**src/rtl/stoch_acc_uni.sv**
```systemverilog
// ---------------------------------------------------------------------------
// stoch_acc_uni
//
// Windowed popcount accumulator for unipolar stochastic product bitstreams.
// A start request runs one window: a single LOAD cycle that strobes the
// upstream multipliers and clears the accumulator, then 2^WIN_LOG2 RUN
// cycles that add the popcount of iBits, then a single DONE cycle that
// presents the scaled, saturated 8-bit sum with oValid.
//
// Parameters
//   NUM_IN   : number of product bitstreams (default 16)
//   WIN_LOG2 : log2 of the RUN window length in cycles (default 8)
//
// Ports
//   clk     in   1         rising-edge clock
//   rst_n   in   1         asynchronous active-low reset
//   start   in   1         request a window (seen in IDLE and DONE only)
//   iBits   in   NUM_IN    one bit per product stream per cycle
//   oLoad   out  1         load strobe for upstream multipliers (LOAD)
//   oIdx    out  WIN_LOG2  window cycle index / Sobol index
//   oBusy   out  1         high in LOAD and RUN
//   oSum    out  8         scaled result of last completed window
//   oValid  out  1         one-cycle strobe marking a new oSum (DONE)
//
// Build option
//   ACC_ROUND_EN : when defined, the scaled result rounds half up instead
//                  of truncating.
// ---------------------------------------------------------------------------
module stoch_acc_uni #(
    parameter int NUM_IN   = 16,
    parameter int WIN_LOG2 = 8
) (
    input  logic                clk,
    input  logic                rst_n,
    input  logic                start,
    input  logic [NUM_IN-1:0]   iBits,
    output logic                oLoad,
    output logic [WIN_LOG2-1:0] oIdx,
    output logic                oBusy,
    output logic [7:0]          oSum,
    output logic                oValid
);

    localparam int CNT_W = $clog2(NUM_IN + 1);
    localparam int ACC_W = WIN_LOG2 + CNT_W;
    // Full-scale acc is NUM_IN * 2^WIN_LOG2; shifting by this maps it to 256.
    localparam int SHIFT = WIN_LOG2 + $clog2(NUM_IN) - 8;

    typedef enum logic [1:0] {
        S_IDLE = 2'd0,
        S_LOAD = 2'd1,
        S_RUN  = 2'd2,
        S_DONE = 2'd3
    } state_t;

    typedef logic [ACC_W:0] acc_ext_t;

    state_t                r_state;
    state_t                w_state_next;
    logic [ACC_W-1:0]      r_acc;
    logic [WIN_LOG2-1:0]   r_idx;
    logic [7:0]            r_sum;
    logic [ACC_W-1:0]      w_acc_next;
    logic                  w_last;

    function automatic logic [CNT_W-1:0] popcount(input logic [NUM_IN-1:0] b);
        logic [CNT_W-1:0] c;
        c = '0;
        for (int i = 0; i < NUM_IN; i++) begin
            c = c + CNT_W'(b[i]);
        end
        return c;
    endfunction

    function automatic logic [7:0] scale_sat(input logic [ACC_W-1:0] a);
        acc_ext_t t;
`ifdef ACC_ROUND_EN
        t = {1'b0, a} + (acc_ext_t'(1) << (SHIFT - 1));
`else
        t = {1'b0, a};
`endif
        t = t >> SHIFT;
        if (t > acc_ext_t'(255)) begin
            return 8'hFF;
        end
        return t[7:0];
    endfunction

    // The final RUN cycle's bits are folded in via w_acc_next so oSum is
    // already valid in the DONE cycle.
    assign w_last     = (r_state == S_RUN) && (r_idx == {WIN_LOG2{1'b1}});
    assign w_acc_next = r_acc + ACC_W'(popcount(iBits));

    always_comb begin
        w_state_next = r_state;
        case (r_state)
            S_IDLE: if (start) w_state_next = S_LOAD;
            S_LOAD: w_state_next = S_RUN;
            S_RUN:  if (w_last) w_state_next = S_DONE;
            S_DONE: w_state_next = start ? S_LOAD : S_IDLE;
            default: w_state_next = S_IDLE;
        endcase
    end

    always_ff @(posedge clk or negedge rst_n) begin
        if (!rst_n) begin
            r_state <= S_IDLE;
        end else begin
            r_state <= w_state_next;
        end
    end

    always_ff @(posedge clk or negedge rst_n) begin
        if (!rst_n) begin
            r_acc <= '0;
            r_idx <= '0;
            r_sum <= '0;
        end else begin
            case (r_state)
                S_LOAD: begin
                    // iBits are not yet meaningful here: upstream is loading.
                    r_acc <= '0;
                    r_idx <= '0;
                end
                S_RUN: begin
                    r_acc <= w_acc_next;
                    // Natural wrap returns the index to 0 on leaving RUN.
                    r_idx <= r_idx + 1'b1;
                    if (w_last) begin
                        r_sum <= scale_sat(w_acc_next);
                    end
                end
                default: begin
                end
            endcase
        end
    end

    assign oLoad  = (r_state == S_LOAD);
    assign oBusy  = (r_state == S_LOAD) || (r_state == S_RUN);
    assign oValid = (r_state == S_DONE);
    assign oIdx   = r_idx;
    assign oSum   = r_sum;

endmodule

```
**config.mk**
```make
export PLATFORM = sky130hd
export DESIGN_NAME = stoch_acc_uni
export DESIGN_NICKNAME = d
export VERILOG_FILES = /design/src/rtl/stoch_acc_uni.sv
export SDC_FILE = /design/constraint.sdc
export NUM_CORES = 1
export LEC_CHECK = 0
export CORE_AREA = 3 3 70 72
export CTS_CLUSTER_DIAMETER = 150
export CTS_CLUSTER_SIZE = 12
export DETAILED_ROUTE_END_ITERATION = 10
export DIE_AREA = 0 0 73 75
export GPL_TIMING_DRIVEN = 1
export PLACE_DENSITY = 0.79
export SYNTH_ARGS = -nofsm -noshare
export SYNTH_HDL_FRONTEND = slang
export SYNTH_SLANG_ARGS = --single-unit
```
**constraint.sdc**
```tcl
create_clock -name clk -period 5.1 [get_ports clk]
set_input_delay 1.275 -clock clk [delete_from_list [all_inputs] [get_ports clk]]
set_output_delay 1.275 -clock clk [all_outputs]
set_load 0.02 [all_outputs]
```
==> summary.md <==
| Metric | Value |
|---|---|
| Status | `finished, final reports clean` |
| CTS buffer count | `5` |
| Area delta synth->final | `28.5%` |
| Clock Pin Slew Worst Setup and Hold Paths | `approximately 0.06 ns` |
| Post-DR wirelength/cell | `13.9 um` |
| Yosys warnings | `0` |
| Critical setup path kind | `in -> reg` |
| Cell Area, Synth | `2130 um2` |
| Setup ws final | `0.160 ns` |
| CP Max Fanout | `6` |
| Initial antenna violation count | `0` |
| Final nets | `between 300 and 400` |
| Grt ovf | `0` |
| CTS max path bufs | `2` |
| Setup crit start kind | `primary input` |
| ANT cells | `0` |
| Fmax | `between 200 and 250 MHz` |
| Tightest hold margin | `0.517 ns` |
| Share of cells above drive strength 1 | `16.0%` |
| Slew Limit Headroom | `62.0%` |
| CP required | `5.27 ns` |
| Max-cap violations | `0` |
| Top cell type's share of synthesized area | `a little over a third` |
| Vias in the first global route | `1738` |
| FF-to-FF setup slack | `1.41 ns` |
| Highest-delay cell along the critical path | `fa_1` |
| Design area | `2740 um2` |
| Mapped Nets | `272` |
| CP Capture Type | `flip-flop` |
| Finished Core Util | `a little over three fifths` |
| Setup WS pre-CTS | `-0.582 ns` |
| Die Y | `roughly 75 um` |
| Cell taking the most area after synthesis | `dfrtp_1` |
| WL final | `around 4500 um` |
| Vias | `1710` |
| Final period util | `96.9%` |
| DRT iter0 DRCs | `145` |
| CP Buf/Inv Count | `3` |
| RSZ-0062 raised after global routing | `no` |
| Die area | `~5500 um2` |
| CP peak stage delay | `~0.52 ns` |
| Worst slew pin tran | `0.567 ns` |
| Vias/cell | `approximately 5.2` |
| CP top delay family | `adder cells` |
| Placement Cell Area | `between 2000 and 3000 um2` |
| DR DRC count | `0` |
| Peak VDD IR | `between 400 and 500 uV` |
| Mean Syn Cell Area | `9.39 um2` |
| Gr usage total | `18.3%` |
| Top post-synthesis cells by area | `dfrtp_1, fa_1, ha_1` |
| Clock Tree Root | `clkbuf_8` |
| Largest net degree at the start of global routing | `32` |
| Setup skew after layout | `around 0.0054 ns` |
| DR pass1 iterations | `4` |
| IO Port Bufs | `37` |
| Worst-path cell chain | `clkdlybuf4s15_1 -> inv_2 -> fa_1 -> fa_1 -> fa_1 -> fa_1 -> fa_2 -> inv_2 -> fa_2 -> a211o_1 -> a21o_1 -> a211oi_2 -> and2_4 -> a21oi_1` |
| Worst min path class | `reg -> reg` |
| Final ANT Viol Nets | `0` |
| Htree depth | `2` |
| Global-route wire length before repair | `7760 um` |
| DP Wirelength | `3380 um` |
| TritonCTS clock tree | `built` |
| Fin crit period | `4.94 ns` |
| Sink Count | `31` |
| Hold Fails Final Rpt | `0` |
| Max-slew violations | `0` |
| Yosys reg bits | `31` |
| Cell mode on critical path | `fa_1` |
| PD cells | `576 nW/um2` |
| Leakage power | `1.24 nW` |
| Fillers | `351` |
| CTS Hold Buffers Added | `0` |
| Final setup fails | `0` |
| Starting Density | `48.9%` |
| Post-synth ARST share | `100%` |
| Core Area | `4350 um2` |
| RD Place Congestion | `0.877` |
| Die Wd | `73 um` |
| Yosys cell types | `38` |
| # IOs | `38` |
| EDFF count, synth | `0` |
| Clk_lat worst skew | `0.28 ns` |
| Primary FF master, synth | `dfrtp_1` |
| WP data arrival | `5.11 ns` |
| Seq/Total Area, Yosys | `36.4%` |
| Rows | `24` |
| Mapped Cells | `approximately 230` |
==> area by class of cell <==
type	instances	area, um2	area share, %
clock inverters	2	35.0	1.28
flip-flops and latches	31	776	28.3
multi-input cells	150	1210	44.3
inverters	39	146	5.35
well taps	52	65.1	2.38
clock buffers	6	82.6	3.02
repair buffers	47	419	15.3
==> cell usage in the layout (no fill, tap or decap), types with 7 or more instances in the layout <==
master	count
nand3_1	9
nor2_1	17
fa_1	10
inv_1	34
a21oi_1	8
buf_4	9
ha_1	14
dfrtp_1	31
o21ai_0	13
nand2_1	7
clkdlybuf4s50_1	28
==> final timing paths <==
| check | start | endpoint | cells after the start |
|---|---|---|---|
| max | iBits[7] | oSum[7] | 14 |
| min | oSum[3] | oSum[3] | 2 |
| max reg2reg | r_acc[0] | oSum[7] | 12 |
| min reg2reg | oSum[3] | oSum[3] | 2 |
| max in group asynchronous | rst_n | oSum[7] | 2 |
| min in group asynchronous | rst_n | oIdx[5] | 2 |
==> cell usage after synthesis, drive strengths merged (2+ instances only) <==
master	n
a21o	2
o21a	3
ha	14
a22o	4
a21oi	13
nand3	9
o31ai	2
o22ai	6
nand2	7
nor2b	2
xor2	3
a31oi	2
xnor2	7
mux2i	2
a211oi	5
a21boi	3
inv	39
fa	12
nor3	3
buf	2
nor2	17
dfrtp	31
nand4	4
mux2	2
or3	3
o21ai	15
clkbuf	5
nor3b	2
==> power breakdown <==
group / internal, mW / switching [mW]
Sequential: 0.297 / 0.0429
Clock: 0.158 / 0.0943
Combinational: 0.478 / 0.509
==> registers in the layout, summed over array words and instances (netlist names) <==
register,cells
r_acc,13
oSum,8
oIdx,8
r_state,2
==> worst min-delay path, stage by stage, from the launching register on <==
cell and delay (ns):
dfrtp_1 0.34, nor2_1 0.06, a21oi_2 0.09
==> metrics by stage <==
| stage | setup TNS, ns | total power, mW | instances |
|---|---|---|---|
| 6_report | 0 | 1.58 | 327 |
| 5_1_grt | 0 | 1.73 | 327 |
| 4_1_cts | 0 | 1.56 | 326 |
| 3_5_place_dp | -7.00 | 1.27 | 318 |
| 3_3_place_gp | -5.68 | 1.22 | 318 |
| 2_1_floorplan | -0.0439 | 0.993 | 227 |
==> routing by layer <==
metal	GRT usage (%)	wire, um	vias to the layer above
met5	0	0	-
met4	7.38	61	0
met3	3.74	269	4
met2	30.7	2270	50
met1	23.2	1930	799
li1	-	-	857
==> cells by family after synthesis <==
logic type | Yosys count | share of synthesized area (%)
AND/OR/NAND/NOR | 51 | 11.8
AO/OA/AOI/OAI | 59 | 17.7
adder cells (fa/ha/maj) | 26 | 19.5
XOR/XNOR | 10 | 4.11
buffers and inverters | 46 | 8.46
multiplexers | 4 | 2.00
flip-flops | 31 | 36.4
==> timing repair <==
action | CTS | global route
cloned | 0 | 0
setup endpoints to repair | 14 | 14
buffers inserted | 0 | 1
resized for setup | 19 | 25
pin swaps | 15 | 16
Note: power is estimated with default switching activity, not from simulation.
